`src/rtl/wb_copy_engine_if.sv`:
```
// ---------------------------------------------------------------------------
// wb_copy_engine_if
//
// Pipelined Wishbone (classic-pipelined) bus bundle used between the block
// copy engine and the memory slave it drives.
//
// Signals:
//   cyc, stb, we   master -> slave   cycle, strobe, write enable
//   adr  [AW]      master -> slave   word address
//   dat_w [DW]     master -> slave   write data
//   dat_r [DW]     slave  -> master  read data
//   ack            slave  -> master  transaction acknowledge
//   stall          slave  -> master  request not accepted this cycle
//
// Modports:
//   master  the copy engine side
//   slave   the memory / interconnect side
// ---------------------------------------------------------------------------
interface wb_copy_engine_if #(
  parameter int AW = 16,
  parameter int DW = 16
);

  logic          cyc;
  logic          stb;
  logic          we;
  logic [AW-1:0] adr;
  logic [DW-1:0] dat_w;
  logic [DW-1:0] dat_r;
  logic          ack;
  logic          stall;

  modport master (
    output cyc, stb, we, adr, dat_w,
    input  dat_r, ack, stall
  );

  modport slave (
    input  cyc, stb, we, adr, dat_w,
    output dat_r, ack, stall
  );

endinterface

```
`src/rtl/wb_copy_engine.sv`:
```
// ---------------------------------------------------------------------------
// wb_copy_engine
//
// Wishbone block-transfer master. Fills a run of words with a constant
// pattern or copies a run of words from one address range to another,
// one word at a time, with at most one bus transaction outstanding.
//
// Ports:
//   clk_i        clock (also the Wishbone clock)
//   rst_ni       asynchronous active-low reset
//   start_i      start a transfer (sampled in IDLE only)
//   mode_i       0 = copy, 1 = fill (latched on start)
//   src_adr_i    copy source start word address (latched on start)
//   dst_adr_i    destination start word address (latched on start)
//   len_i        word count, 0 = no-op (latched on start)
//   fill_dat_i   fill pattern (latched on start)
//   abort_i      stop after the word currently in flight
//   busy_o       transfer in progress
//   done_o       one-cycle completion pulse
//   aborted_o    last transfer ended because of an abort
//   wb           Wishbone master port (see wb_copy_engine_if)
// ---------------------------------------------------------------------------
module wb_copy_engine #(
  parameter int AW = 16,
  parameter int DW = 16
) (
  input  logic              clk_i,
  input  logic              rst_ni,
  input  logic              start_i,
  input  logic              mode_i,
  input  logic [AW-1:0]     src_adr_i,
  input  logic [AW-1:0]     dst_adr_i,
  input  logic [AW-1:0]     len_i,
  input  logic [DW-1:0]     fill_dat_i,
  input  logic              abort_i,
  output logic              busy_o,
  output logic              done_o,
  output logic              aborted_o,
  wb_copy_engine_if.master  wb
);

  typedef enum logic [2:0] {
    S_IDLE,
    S_RD_REQ,
    S_RD_WAIT,
    S_WR_REQ,
    S_WR_WAIT,
    S_DONE
  } state_e;

  state_e        state_q, state_d;
  logic          mode_q, mode_d;
  logic [AW-1:0] src_q, src_d;
  logic [AW-1:0] dst_q, dst_d;
  logic [AW-1:0] cnt_q, cnt_d;
  logic [DW-1:0] fill_q, fill_d;
  logic [DW-1:0] data_q, data_d;
  logic          abort_pend_q, abort_pend_d;
  logic          aborted_q, aborted_d;

  logic          busy_q, busy_d;
  logic          done_q, done_d;
  logic          cyc_q, cyc_d;
  logic          stb_q, stb_d;
  logic          we_q, we_d;
  logic [AW-1:0] adr_q, adr_d;
  logic [DW-1:0] dat_q, dat_d;

  logic          active;
  logic          stop_now;

  assign active = (state_q == S_RD_REQ)  || (state_q == S_RD_WAIT) ||
                  (state_q == S_WR_REQ)  || (state_q == S_WR_WAIT);

  // An abort raised in the very cycle the current word is acknowledged
  // still counts, so the transfer ends at this word boundary.
  assign stop_now = abort_pend_q || abort_i;

  always_comb begin
    state_d      = state_q;
    mode_d       = mode_q;
    src_d        = src_q;
    dst_d        = dst_q;
    cnt_d        = cnt_q;
    fill_d       = fill_q;
    data_d       = data_q;
    abort_pend_d = abort_pend_q;
    aborted_d    = aborted_q;

    if (active && abort_i) begin
      abort_pend_d = 1'b1;
    end

    unique case (state_q)
      S_IDLE: begin
        if (start_i) begin
          mode_d       = mode_i;
          src_d        = src_adr_i;
          dst_d        = dst_adr_i;
          cnt_d        = len_i;
          fill_d       = fill_dat_i;
          aborted_d    = 1'b0;
          abort_pend_d = 1'b0;
          if (len_i == '0) begin
            state_d = S_DONE;
          end else if (mode_i) begin
            state_d = S_WR_REQ;
          end else begin
            state_d = S_RD_REQ;
          end
        end
      end

      S_RD_REQ: begin
        if (!wb.stall) begin
          state_d = S_RD_WAIT;
        end
      end

      S_RD_WAIT: begin
        if (wb.ack) begin
          data_d  = wb.dat_r;
          state_d = S_WR_REQ;
        end
      end

      S_WR_REQ: begin
        if (!wb.stall) begin
          state_d = S_WR_WAIT;
        end
      end

      S_WR_WAIT: begin
        if (wb.ack) begin
          src_d = src_q + AW'(1);
          dst_d = dst_q + AW'(1);
          cnt_d = cnt_q - AW'(1);
          if ((cnt_q == AW'(1)) || stop_now) begin
            state_d = S_DONE;
            if (stop_now) begin
              aborted_d = 1'b1;
            end
          end else if (mode_q) begin
            state_d = S_WR_REQ;
          end else begin
            state_d = S_RD_REQ;
          end
        end
      end

      S_DONE: begin
        abort_pend_d = 1'b0;
        state_d      = S_IDLE;
      end

      default: begin
        state_d = S_IDLE;
      end
    endcase
  end

  // Outputs are derived from the next state so they are registered
  // alongside the state and line up with it cycle for cycle. Address and
  // write data come from the already-updated pointers, so they hold steady
  // while the slave stalls.
  always_comb begin
    cyc_d  = (state_d == S_RD_REQ) || (state_d == S_RD_WAIT) ||
             (state_d == S_WR_REQ) || (state_d == S_WR_WAIT);
    busy_d = cyc_d;
    stb_d  = (state_d == S_RD_REQ) || (state_d == S_WR_REQ);
    we_d   = (state_d == S_WR_REQ);
    done_d = (state_d == S_DONE);
    adr_d  = (state_d == S_RD_REQ) ? src_d : dst_d;
    dat_d  = mode_d ? fill_d : data_d;
  end

  always_ff @(posedge clk_i or negedge rst_ni) begin
    if (!rst_ni) begin
      state_q      <= S_IDLE;
      mode_q       <= 1'b0;
      src_q        <= '0;
      dst_q        <= '0;
      cnt_q        <= '0;
      fill_q       <= '0;
      data_q       <= '0;
      abort_pend_q <= 1'b0;
      aborted_q    <= 1'b0;
      busy_q       <= 1'b0;
      done_q       <= 1'b0;
      cyc_q        <= 1'b0;
      stb_q        <= 1'b0;
      we_q         <= 1'b0;
      adr_q        <= '0;
      dat_q        <= '0;
    end else begin
      state_q      <= state_d;
      mode_q       <= mode_d;
      src_q        <= src_d;
      dst_q        <= dst_d;
      cnt_q        <= cnt_d;
      fill_q       <= fill_d;
      data_q       <= data_d;
      abort_pend_q <= abort_pend_d;
      aborted_q    <= aborted_d;
      busy_q       <= busy_d;
      done_q       <= done_d;
      cyc_q        <= cyc_d;
      stb_q        <= stb_d;
      we_q         <= we_d;
      adr_q        <= adr_d;
      dat_q        <= dat_d;
    end
  end

  assign busy_o    = busy_q;
  assign done_o    = done_q;
  assign aborted_o = aborted_q;
  assign wb.cyc    = cyc_q;
  assign wb.stb    = stb_q;
  assign wb.we     = we_q;
  assign wb.adr    = adr_q;
  assign wb.dat_w  = dat_q;

endmodule

```
`src/flat_wrapper.sv`:
```
// flat-port wrapper written by rule: the top's interface ports become plain ports
module wb_copy_engine_flat 
#(
  parameter int AW = 16,
  parameter int DW = 16
)
  (clk_i, rst_ni, start_i, mode_i, src_adr_i, dst_adr_i, len_i, fill_dat_i, abort_i, busy_o, done_o, aborted_o, wb_cyc, wb_stb, wb_we, wb_adr, wb_dat_w, wb_dat_r, wb_ack, wb_stall);
  wb_copy_engine_if #(.AW(AW), .DW(DW)) wb_i ();
  input  logic clk_i;
  input  logic rst_ni;
  input  logic start_i;
  input  logic mode_i;
  input  logic [AW-1:0] src_adr_i;
  input  logic [AW-1:0] dst_adr_i;
  input  logic [AW-1:0] len_i;
  input  logic [DW-1:0] fill_dat_i;
  input  logic abort_i;
  output logic busy_o;
  output logic done_o;
  output logic aborted_o;
  output wire logic [$bits(wb_i.cyc)-1:0] wb_cyc;
  output wire logic [$bits(wb_i.stb)-1:0] wb_stb;
  output wire logic [$bits(wb_i.we)-1:0] wb_we;
  output wire logic [$bits(wb_i.adr)-1:0] wb_adr;
  output wire logic [$bits(wb_i.dat_w)-1:0] wb_dat_w;
  input wire logic [$bits(wb_i.dat_r)-1:0] wb_dat_r;
  input wire logic [$bits(wb_i.ack)-1:0] wb_ack;
  input wire logic [$bits(wb_i.stall)-1:0] wb_stall;
  assign wb_cyc = wb_i.cyc;
  assign wb_stb = wb_i.stb;
  assign wb_we = wb_i.we;
  assign wb_adr = wb_i.adr;
  assign wb_dat_w = wb_i.dat_w;
  assign wb_i.dat_r = wb_dat_r;
  assign wb_i.ack = wb_ack;
  assign wb_i.stall = wb_stall;
  wb_copy_engine #(.AW(AW), .DW(DW)) u_core (.clk_i(clk_i), .rst_ni(rst_ni), .start_i(start_i), .mode_i(mode_i), .src_adr_i(src_adr_i), .dst_adr_i(dst_adr_i), .len_i(len_i), .fill_dat_i(fill_dat_i), .abort_i(abort_i), .busy_o(busy_o), .done_o(done_o), .aborted_o(aborted_o), .wb(wb_i));
endmodule
```
`config.mk`:
```
export PLATFORM = sky130hd
export DESIGN_NAME = wb_copy_engine_flat
export DESIGN_NICKNAME = d
export VERILOG_FILES = /design/src/rtl/wb_copy_engine_if.sv /design/src/rtl/wb_copy_engine.sv /design/src/flat_wrapper.sv
export SDC_FILE = /design/constraint.sdc
export NUM_CORES = 1
export LEC_CHECK = 0
export BUFFER_PORTS_ARGS = -buffer_cell sky130_fd_sc_hd__buf_4
export CAP_MARGIN = 10
export CORE_MARGIN = 1
export CORE_UTILIZATION = 59
export CTS_BUF_LIST = sky130_fd_sc_hd__clkbuf_4
export DETAILED_ROUTE_END_ITERATION = 10
export PLACE_DENSITY = 0.89
export SLEW_MARGIN = 40
export SYNTH_ARGS = -nofsm -noshare
export SYNTH_HDL_FRONTEND = slang
export SYNTH_SLANG_ARGS = --single-unit
```
`constraint.sdc`:
```
create_clock -name clk_i -period 3.82 [get_ports clk_i]
set_clock_uncertainty 0.05 [all_clocks]
set_input_delay 0.764 -clock clk_i [delete_from_list [all_inputs] [get_ports clk_i]]
set_output_delay 0.764 -clock clk_i [all_outputs]
set_load 0.05 [all_outputs]
```
After elaboration in Yosys (flattened, before gate mapping)
Cells that the tools add are included.
{"block": "op_classes", "n_eq_ne": 15, "div_mod_pow": 0, "magnitude_cmp": 0, "multipliers": 0, "add_sub_neg": 3, "bitwise_logic": 0, "n_mux": 35, "reduce_logical": 15, "shift": 0}
{"cell": "$mux 16", "count": 12}
{"cell": "$pmux 16 s2", "count": 3}
{"cell": "$add 16x1->16 const B", "count": 2}
{"cell": "$mux 3", "count": 7}
{"cell": "$eq 16x1->1 const B", "count": 1}
{"cell": "$logic_not 16->1", "count": 1}
{"cell": "$sub 16x1->16 const B", "count": 1}
{"cell": "$pmux 3 s5", "count": 1}
{"cell": "$eq 3x2->1 const B", "count": 4}
{"cell": "$eq 3x3->1 const B", "count": 4}
{"cell": "$logic_or 1x1->1", "count": 9}
{"cell": "$mux 1", "count": 8}
{"cell": "$eq 3x1->1 const B", "count": 2}
{"cell": "$ne 2x2->1 const B", "count": 3}
{"cell": "$reduce_and 5->1", "count": 1}
{"cell": "$mux 2", "count": 2}
{"cell": "$pmux 1 s2", "count": 2}
{"cell": "$logic_not 3->1", "count": 1}
{"cell": "$reduce_and 3->1", "count": 1}
{"cell": "$ne 2x1->1 const B", "count": 1}
{"cell": "$reduce_bool 2->1", "count": 1}
{"cell": "$logic_and 1x1->1", "count": 1}
{"block": "word_totals", "rom_bits": 0, "ramBits": 0, "latch_bits": 0, "elab_cells": 83, "register_bits": 122, "in_bits": 87, "mem_count": 0}

Longest topological paths before layout
Gate-level depths: netlist of run 1.
{"block": "logic_depth", "word_depth": 9, "depth_mapped": 9, "depth_no_buf": 7}

Worst setup path before layout of run 1
No wires, ideal clock.
{"block": "synth_timing", "path_kind": "input-to-reg", "startpoint": "input port len_i[1]", "endpoint": "register u_core.adr_q[10], in the netlist u_core.wb.adr[10]", "arrival_ns": 2.444, "path_buffers": 1, "path_slack_ns": 1.201, "t_required_ns": 3.645, "cell_stages": 6, "path_cell_list": "nor4_2 > nand4_1 > a32o_2 > nor4b_4 > buf_8 > mux2_4"}
{"block": "synth_between", "elab_chain_len": 6}
{"item": "start, declared", "line_no": "flat_wrapper.sv:15", "source": "input logic [AW-1:0] len_i;"}
{"item": "$logic_not 16->1", "line_no": "wb_copy_engine.sv:104", "source": "if (len_i == '0) begin"}
{"item": "$mux 3", "line_no": "wb_copy_engine.sv:104"}
{"item": "$mux 3", "line_no": "wb_copy_engine.sv:96", "source": "if (start_i) begin"}
{"item": "$pmux 3 s5", "line_no": "wb_copy_engine.sv:94", "source": "unique case (state_q)"}
{"item": "$eq 3x1->1", "line_no": "wb_copy_engine.sv:173", "source": "adr_d = (state_d == S_RD_REQ) ? src_d : dst_d;"}
{"item": "$mux 16", "line_no": "wb_copy_engine.sv:173"}
{"item": "named net u_core.adr_d[10]", "line_no": "wb_copy_engine.sv:66", "source": "logic [AW-1:0] adr_q, adr_d;"}
{"item": "end signal, assigned", "line_no": "wb_copy_engine.sv:210", "source": "adr_q <= adr_d;"}
{"item": "end, declared", "line_no": "wb_copy_engine.sv:66"}
The timed path passes the listed nets, and every way through them passes these cells.
A chain may end at the register's enable or synchronous reset.

Worst setup path in the final report of run 1
{"block": "layout_timing", "startpoint": "register u_core.state_q[2]", "endpoint": "register u_core.adr_q[4], in the netlist u_core.wb.adr[4]"}
{"block": "layout_between", "elab_chain_len": 4}
{"item": "start, declared", "line_no": "wb_copy_engine.sv:51", "source": "state_e state_q, state_d;"}
{"item": "start signal, assigned", "line_no": "wb_copy_engine.sv:196", "source": "state_q <= state_d;"}
{"item": "$eq 3x3->1 (tied with other cells)", "line_no": "wb_copy_engine.sv:94"}
{"item": "$pmux 3 s5", "line_no": "wb_copy_engine.sv:94"}
{"item": "$eq 3x1->1", "line_no": "wb_copy_engine.sv:173"}
{"item": "$mux 16 *", "line_no": "wb_copy_engine.sv:173"}
{"item": "named net u_core.adr_d[4]", "line_no": "wb_copy_engine.sv:66"}
The timed path passes the listed nets; every way through them passes the cells marked *.

==> results of run 1 <==
-- area by class of cell --
class / instances / area share, %
clock buffer: 17 / 1.69
clock inverter: 15 / 2.05
inverter: 10 / 0.496
multi-input combinational: 459 / 39.6
sequential: 122 / 40.3
tap: 136 / 2.25
timing repair buffer: 136 / 13.5
-- flip-flops by register name (all words and copies together), names as in the netlist --
name	flops
u_core.done_o	1
u_core.src_q	16
u_core.mode_q	1
u_core.abort_pend_q	1
u_core.fill_q	16
u_core.aborted_o	1
u_core.busy_o	1
u_core.dst_q	16
u_core.data_q	16
u_core.wb.we	1
u_core.wb.adr	16
u_core.cnt_q	16
u_core.wb.stb	1
u_core.state_q	3
u_core.wb.dat_w	16
-- synthesized netlist by cell type, drive strengths merged, types with 4 or more instances --
library cell,instances
or3,7
ha,4
o211ai,13
nand2b,7
nor2b,7
nor2,47
a31oi,7
and2,4
a21oi,32
o22ai,9
nand4,13
o311ai,6
nor3,16
clkbuf,16
nand3,18
inv,9
and3,11
nand2,96
buf,24
nor4b,4
dfrtp,122
mux2i,7
o21ai,25
a22oi,4
or2,4
and4,4
nor4,16
mux2,48
-- worst reg2reg max path, stage by stage (launching register included) --
cell and delay, ps:
dfrtp_1 690, clkinv_1 640, a32o_2 490, nor4b_4 260, buf_4 340, mux2_2 390
-- metal layers --
layer | wire (µm) | track usage, % | part of all wire (%) | vias to the layer above
li1 | - | - | - | 2548
met1 | 6310 | 38.4 | 39 | 2665
met2 | 8100 | 50.0 | 50 | 299
met3 | 1430 | 7.99 | 8.8 | 42
met4 | 420 | 11.1 | 2.6 | 0
met5 | 0 | 0 | 0 | -
-- logic make-up after synthesis --
| family | after synthesis | share of synthesized area (%) |
|---|---|---|
| compound gates | 136 | 14.6 |
| xor+xnor | 2 | 0.280 |
| fa+ha+maj | 4 | 0.799 |
| mux | 55 | 10.3 |
| buf+inv | 50 | 3.57 |
| simple gates | 262 | 21.6 |
| flops | 122 | 48.7 |
-- stage by stage --
stage          instances  hold WS, ps  power [µW]  cell area (µm²)  setup slack, ps
6_report             895          143        6810             7570              839
5_1_grt              895          154        7170             7570              722
4_1_cts              895          243        6770             7560              953
3_5_place_dp         863          402        5840             7280              788
3_3_place_gp         863          398        5670             7280              952
2_1_floorplan        631          386        4900             6270             1200
-- power by group through the flow --
stage               Clock, µW  Sequential [µW]  Combinational, µW
floorplan                   0             2900               2000
global placement            0             2420               3260
detailed placement          0             2450               3400
CTS                       930             2430               3420
global route              983             2510               3680
finish                    919             2450               3440
-- how the worst max path moves through the flow --
stage | startpoint | end | slack [ps] | depth (start not counted)
final | u_core.state_q[2] | u_core.wb.adr[4] | 840 | 5
after global routing | u_core.state_q[2] | u_core.wb.adr[4] | 720 | 5
after CTS | u_core.state_q[2] | u_core.wb.adr[4] | 950 | 5
after detailed placement | start_i | u_core.wb.dat_w[4] | 790 | 6
after global placement | start_i | u_core.wb.dat_w[15] | 950 | 6
after floorplan | len_i[1] | u_core.wb.adr[10] | 1200 | 6
==> impl_metrics.json, run 1 <==
{
  "clkLatencyLatePin_ps": 520,
  "crit_chain": "clkinv_1, a32o_2, nor4b_4, buf_4, mux2_2",
  "cp_top_family": "buffers and inverters",
  "wire_per_inst_um": 18.2,
  "min_path_type": "in2async",
  "drv_cap": 0,
  "yosysTopAreaCell": "dfrtp_1",
  "ys_ff_latch": 122,
  "cp.arrival_ps": 3330,
  "cts_tree": "yes",
  "port_buffers": 124,
  "synth_top_area_share_pct": 48.7,
  "outcome": "finished, final reports clean",
  "clkPwrFrac_pct": 13.5,
  "synthFlopType": "dfrtp_1",
  "maxSlewHeadroom_pct": 48.5,
  "cts_buffers": 17,
  "drive_gt1_share_pct": 31.9,
  "tightest_slew_ps": 772,
  "synthesis.nets": 722,
  "r2r-end": "u_core.wb.adr[4]",
  "die_x_um": 105,
  "max_freq_ghz": 0.336,
  "synth_cell_types": 70,
  "rsz0062_at_grt": "no",
  "critPathBufInv": 2,
  "synth_cells": 631,
  "power_density_nw_per_um2": 899,
  "grt_pass1_wl_um": 25900,
  "critical_path_class": "reg2reg",
  "synth_edf_count": 0,
  "post_cts_buffers": 0,
  "slew_viol_final": 0,
  "switchingPower_uw": 3170,
  "gp_congestion": 0.958,
  "final_common_cell": "buf_4",
  "switching_share_pct": 46.5,
  "multiInputGateArea_um2": 3000,
  "async_reset_ff_share_pct": 100,
  "worstPathRequired_ps": 4170,
  "antenna_cells": 0,
  "syn_area_per_cell_um2": 9.93,
  "row_count": 37,
  "reg2regPathDepth": 5,
  "coreArea_um2": 10300,
  "most-common-layout-cells": "buf_4 (135), dfrtp_1 (122), nand2_1 (96), nor2_1 (45), mux2_2 (38)",
  "fillers": 709,
  "synth_area_um2": 6270,
  "die_h_um": 105,
  "utilization_pct": 73.3,
  "setup_violations": 0,
  "gr-total-overflow": 0,
  "setup_tns_ps": 0,
  "via_count": 5554,
  "viasPerCell": 6.21,
  "dr.first_iter.drc_count": 454,
  "antenna_found_initial": 0,
  "reg2reg_from": "u_core.state_q[2]",
  "min_period_over_period_pct": 78.0,
  "worstSetupEndpointType": "register",
  "clk_pin_slew_worst_paths_ps": 120,
  "ys_seq_area_share_pct": 48.7,
  "finalCriticalPeriod_ps": 2980,
  "htreeDepth": 4,
  "start_util_pct": 60.7,
  "cts_root_buf": "clkbuf_4",
  "pwr-share-comb_pct": 50.6,
  "syn_to_final_growth_pct": 20.8,
  "crit_path_max_fanout": 19,
  "grt_start_max_net_pins": 62,
  "critPathMaxStageDelay_ps": 690,
  "dp_hpwl_um": 11200,
  "fin_nets": 837,
  "start_kind": "register",
  "routed_wl_um": 16300,
  "grtUsageTotal_pct": 30.3,
  "hold_violations": 0,
  "ir_drop_mv": 0.550,
  "pin_count": 125,
  "p_int_uw": 3640,
  "seqPwrFrac_pct": 35.9,
  "power_leakage_uw": 0.00340,
  "regArea_um2": 3050,
  "drc": 0,
  "cts.sinks": 122,
  "clockBufferDepth": 2,
  "fp.dieArea_um2": 11000,
  "synthTopCellsByArea": "dfrtp_1 (49%), mux2_2 (6.8%), nand2_1 (5.8%), nor2_1 (2.8%), a21oi_1 (2.6%)",
  "crit_path_top_delay_cell": "dfrtp_1",
  "drtPass1Iterations": 6,
  "grt_pass1_vias": 5385,
  "ctsResizeCount": 0,
  "ys_warn_count": 0,
  "postRouteAntennaNets": 0,
  "hold_buffers": 0,
  "ff2ff_setup_slack_ps": 840
}
Note: power is estimated with default switching activity, not from simulation.
==> run 2: changes to the inputs <==
CORE_UTILIZATION = 52   (was 59)
PLACE_DENSITY = 0.83   (was 0.89)
clock period = 2.4 ns   (was 3.82 ns; I/O delays follow)
==> impl_metrics.json, run 2 (same netlist as run 1, synthesis figures left out) <==
{
  "ir_drop_mv": 0.653,
  "setup_violations": 0,
  "gr-total-overflow": 0,
  "dp_cells": 893,
  "fp.dieArea_um2": 12500,
  "clk_pin_slew_worst_paths_ps": 110,
  "crit_path_max_fanout": 5,
  "drtPass1Iterations": 9,
  "critPathMaxStageDelay_ps": 470,
  "power_leakage_uw": 0.00351,
  "crit_path_top_delay_cell": "dfrtp_1",
  "grt.busiest_layer": "met2",
  "cts_buffers": 17,
  "critPathBufInv": 0,
  "antenna_found_initial": 0,
  "grtUsageTotal_pct": 27.3,
  "setup_tns_ps": 0,
  "rsz0062_at_grt": "no",
  "min_path_type": "in2reg",
  "final_common_cell": "buf_4",
  "crit_chain": "ha_1, nand2_1, or3_1, or2_2, a311oi_1, mux2_4",
  "worstPathRequired_ps": 2830,
  "clockBufferDepth": 2,
  "grt_pass1_vias": 5579,
  "drive_gt1_share_pct": 33.6,
  "row_count": 39,
  "clkLatencyLatePin_ps": 540,
  "final_cell_count_no_fill": 925,
  "use_met3_pct": 5.61,
  "drc": 6,
  "worstSetupEndpointType": "register",
  "hold_ws_ps": 100,
  "fin_nets": 861,
  "met2_usage_pct": 47.3,
  "drv_cap": 0,
  "violations": "DRC",
  "grt_pass1_wl_um": 26800,
  "die_x_um": 112,
  "start_kind": "register",
  "most-common-layout-cells": "buf_4 (154), dfrtp_1 (122), nand2_1 (96), nor2_1 (46), mux2_2 (38)",
  "pin_count": 125,
  "cp_top_family": "simple AND/OR/NAND/NOR gates",
  "maxSlewHeadroom_pct": 50.0,
  "cts_root_buf": "clkbuf_4",
  "max_freq_ghz": 0.430,
  "cts.sinks": 122,
  "critical_path_class": "reg2reg",
  "gr-usage-met1_pct": 33.4,
  "gp_congestion": 0.907,
  "die_h_um": 112,
  "routed_wl_um": 16300,
  "port_buffers": 124,
  "grt_start_max_net_pins": 65,
  "antenna_cells": 0,
  "finalCriticalPeriod_ps": 2330,
  "via_count": 5482,
  "slew_viol_final": 0,
  "tightest_slew_ps": 749,
  "dr.first_iter.drc_count": 435,
  "power_density_nw_per_um2": 1410,
  "hold_violations": 0,
  "start_util_pct": 54.2,
  "outcome": "finished with violations",
  "wire_per_inst_um": 17.7,
  "viasPerCell": 5.93,
  "min_period_over_period_pct": 96.9,
  "utilization_pct": 67.2,
  "htreeDepth": 4,
  "cp.arrival_ps": 2750,
  "syn_to_final_growth_pct": 24.1,
  "coreArea_um2": 11600,
  "dp_hpwl_um": 11600,
  "postRouteAntennaNets": 0,
  "cts_tree": "yes"
}
run 2: cell count changes in the layout (fill, tap and decap cells not counted), moves of 2 or more:
cell | previous run | this run
clkbuf_4 | 17 | 19
clkinv_2 | 1 | 4
clkinvlp_4 | 1 | 3
inv_8 | 3 | 0
buf_12 | 0 | 4
buf_4 | 135 | 154
clkinv_4 | 4 | 2
inv_6 | 5 | 1
run 2: through the flow:
stage | area, µm² | setup WS [ps] | power, µW
global placement | 7510 | -80.4 | 9390
floorplan | 6270 | 64.7 | 7800
detailed placement | 7510 | -106 | 9630
finish | 7780 | 73.7 | 11000
CTS | 7770 | 108 | 11000
global route | 7780 | 38.5 | 11600
run 2: power breakdown:
group / internal, µW / total [µW] / switching [µW]
logic: 2450 / 5900 / 3450
clock network: 524 / 1310 / 781
registers: 3050 / 3770 / 716
total: 6030 / 11000 / 4950
run 2: routing by layer:
metal | share of wire, % | vias to the layer above
met4 | 1.8 | 0
met2 | 51 | 198
met1 | 42 | 2667
li1 | - | 2591
met3 | 5.9 | 26
met5 | 0 | -
run 2: final timing paths:
path,startpoint,to,slack (ps),depth (start not counted)
worst max-delay path,u_core.src_q[1],u_core.wb.adr[14],70,6
worst min-delay path,fill_dat_i[12],u_core.fill_q[12],100,3
worst max register to register,u_core.src_q[1],u_core.wb.adr[14],70,6
worst min register to register,u_core.fill_q[12],u_core.fill_q[12],430,2
min in group asynchronous,rst_ni,u_core.wb.adr[13],350,2
max in group asynchronous,rst_ni,u_core.dst_q[7],1190,3
run 2: worst reg2reg max path, delay by kind of cell, from the launching register on:
family / cells / cell delay [ps]
adder cells (fa/ha/maj): 1 / 250
flip-flops: 1 / 470
AND/OR/NAND/NOR: 3 / 820
AO/OA/AOI/OAI: 1 / 440
multiplexers: 1 / 230
run 2: area by class of cell:
cell class	count	area (µm²)
fillers	902	3790
flip-flops and latches	122	3050
multi-input cells	459	3000
repair buffers	160	1260
well taps	143	179
clock buffers	19	143
clock inverters	12	103
inverters	10	37.5
run 2: timing repair:
action	CTS	global route
buffers inserted	0	0
resized for setup	0	3
endpoints found under the setup margin	0	2
hold buffers	1	0
hold endpoints to repair	26	0
==> run 3: changes to the inputs <==
CORE_UTILIZATION = 57   (was 52)
HOLD_SLACK_MARGIN = 0.12   (was unset)
PLACE_DENSITY = 0.86   (was 0.83)
clock period = 2.2 ns   (was 2.4 ns; I/O delays follow)
==> impl_metrics.json, run 3 (same netlist as run 1, synthesis figures left out) <==
{
  "outcome": "finished with violations",
  "violations": "setup timing",
  "p_int_uw": 7140,
  "power_density_nw_per_um2": 1530,
  "power_leakage_uw": 0.00390,
  "hold_violations": 0,
  "antenna_found_initial": 1,
  "hold_depth": 3,
  "start_util_pct": 59.6,
  "setup_ws_ps": -46.3,
  "grt_pass1_vias": 6248,
  "dp_hpwl_um": 12100,
  "routed_wl_um": 19300,
  "gr-total-overflow": 0,
  "clockBufferDepth": 2,
  "syn_to_final_growth_pct": 37.0,
  "grt_pass1_wl_um": 30800,
  "hold_ws_ps": 137,
  "die_x_um": 107,
  "fp.dieArea_um2": 11400,
  "grt_start_max_net_pins": 51,
  "maxSlewHeadroom_pct": 52.7,
  "cts.sinks": 122,
  "pwr-share-comb_pct": 56.9,
  "most-common-layout-cells": "buf_4 (190), dfrtp_1 (120), nand2_1 (96), nor2_1 (45), dlygate4sd3_1 (34)",
  "reg2regPathDepth": 6,
  "crit_path_top_delay_cell": "or4b_1",
  "pin_count": 125,
  "cts_buffers": 17,
  "rsz0062_at_grt": "yes",
  "setup_violations": 15,
  "worstPathRequired_ps": 2570,
  "critPathMaxStageDelay_ps": 610,
  "min_path_type": "in2reg",
  "port_buffers": 124,
  "switching_share_pct": 45.6,
  "clkPwrFrac_pct": 12.0,
  "drive_gt1_share_pct": 36.6,
  "dr.first_iter.drc_count": 644,
  "postRouteAntennaNets": 0,
  "drtPass1Iterations": 8,
  "crit_chain": "or4b_1, buf_6, buf_4, nand3_1, o211ai_1, mux2_4",
  "htreeDepth": 4,
  "min_period_over_period_pct": 102,
  "power_uw": 13100,
  "switchingPower_uw": 5990,
  "seqPwrFrac_pct": 31.1,
  "ir_drop_mv": 0.818,
  "critical_path_class": "reg2reg",
  "gp_congestion": 0.925,
  "drc": 0,
  "drv_cap": 0,
  "start_kind": "register",
  "slew_viol_final": 0,
  "coreArea_um2": 10500,
  "viasPerCell": 6.30,
  "worstSetupEndpointType": "register",
  "clk_pin_slew_worst_paths_ps": 130,
  "finalCriticalPeriod_ps": 2250,
  "via_count": 6257,
  "final_common_cell": "buf_4",
  "wire_per_inst_um": 19.5,
  "crit_path_max_fanout": 17,
  "grtUsageTotal_pct": 35.3,
  "cts_tree": "yes",
  "cp.arrival_ps": 2620,
  "clkLatencyLatePin_ps": 520,
  "fin_nets": 934,
  "row_count": 37,
  "cts_root_buf": "clkbuf_4",
  "max_freq_ghz": 0.445,
  "tightest_slew_ps": 709,
  "die_h_um": 107
}
## run 3: changes by cell type in the layout (fill, tap and decap cells not counted), sizes merged
| cell | previous run | this run |
|---|---|---|
| clkinv | 8 | 6 |
| inv | 10 | 16 |
| buf | 159 | 198 |
| diode | 0 | 1 |
| dlygate4sd3 | 1 | 34 |
| clkbuf | 19 | 18 |
| clkinvlp | 3 | 2 |
## run 3: worst max-delay path, delay by kind of cell, from the launching register on
family / cells / cell delay [ps]
AOI/OAI and AO/OA: 1 / 150
buffers and inverters: 2 / 400
DFF: 1 / 490
muxes: 1 / 310
and+or+nand+nor: 2 / 740
## run 3: repair_timing
item	in CTS	in global routing
hold buffers	34	0
pin swaps	4	0
hold endpoints to repair	80	0
cloned	1	0
setup buffers	5	2
setup endpoints to repair	20	31
resized for setup	18	11
## run 3: cell type report
class	count	area, µm²
multi-input cells	459	3110
flip-flops and latches	122	3060
repair buffers	233	1930
fillers	557	1920
well taps	136	170
clock inverters	15	139
clock buffers	17	128
inverters	10	41.3
diodes	1	2.50
## run 3: power by group through the flow
stage	registers [µW]	logic [µW]	clock network [µW]
4_1_cts	4010	7230	1540
3_3_place_gp	3970	6560	0
3_5_place_dp	4040	6790	0
5_1_grt	4160	7930	1660
2_1_floorplan	5030	3480	0
6_report	4090	7470	1570
## run 3: per-stage QoR
stage | std cells | area (µm²) | util [%] | setup TNS [ps] | setup slack, ps
4_1_cts | 990 | 8540 | 81.3 | -537 | -45.2
3_5_place_dp | 918 | 7790 | 74.1 | -3280 | -244
5_1_grt | 993 | 8580 | 81.7 | -1490 | -107
3_3_place_gp | 918 | 7790 | 74.1 | -2460 | -174
2_1_floorplan | 631 | 6290 | - | -514 | -51.4
6_report | 993 | 8580 | 81.7 | -409 | -46.3
## run 3: worst paths after layout
| path | slack [ps] | from | end |
|---|---|---|---|
| worst max register to register | -50 | u_core.state_q[1] | u_core.wb.adr[2] |
| worst min register to register | 440 | u_core.fill_q[7] | u_core.fill_q[7] |
| min in group asynchronous | 440 | rst_ni | u_core.dst_q[13] |
| worst min-delay path | 140 | src_adr_i[10] | u_core.src_q[10] |
| worst max-delay path | -50 | u_core.state_q[1] | u_core.wb.adr[2] |
| max in group asynchronous | 970 | rst_ni | u_core.cnt_q[11] |
## run 3: layer usage
| metal | track usage (%) | vias to the layer above | wire, µm |
|---|---|---|---|
| li1 | - | 2750 | - |
| met1 | 41.3 | 2975 | 6970 |
| met2 | 59.4 | 416 | 9570 |
| met3 | 8.21 | 116 | 1700 |
| met4 | 20.5 | 0 | 1080 |
| met5 | 0 | - | 0 |
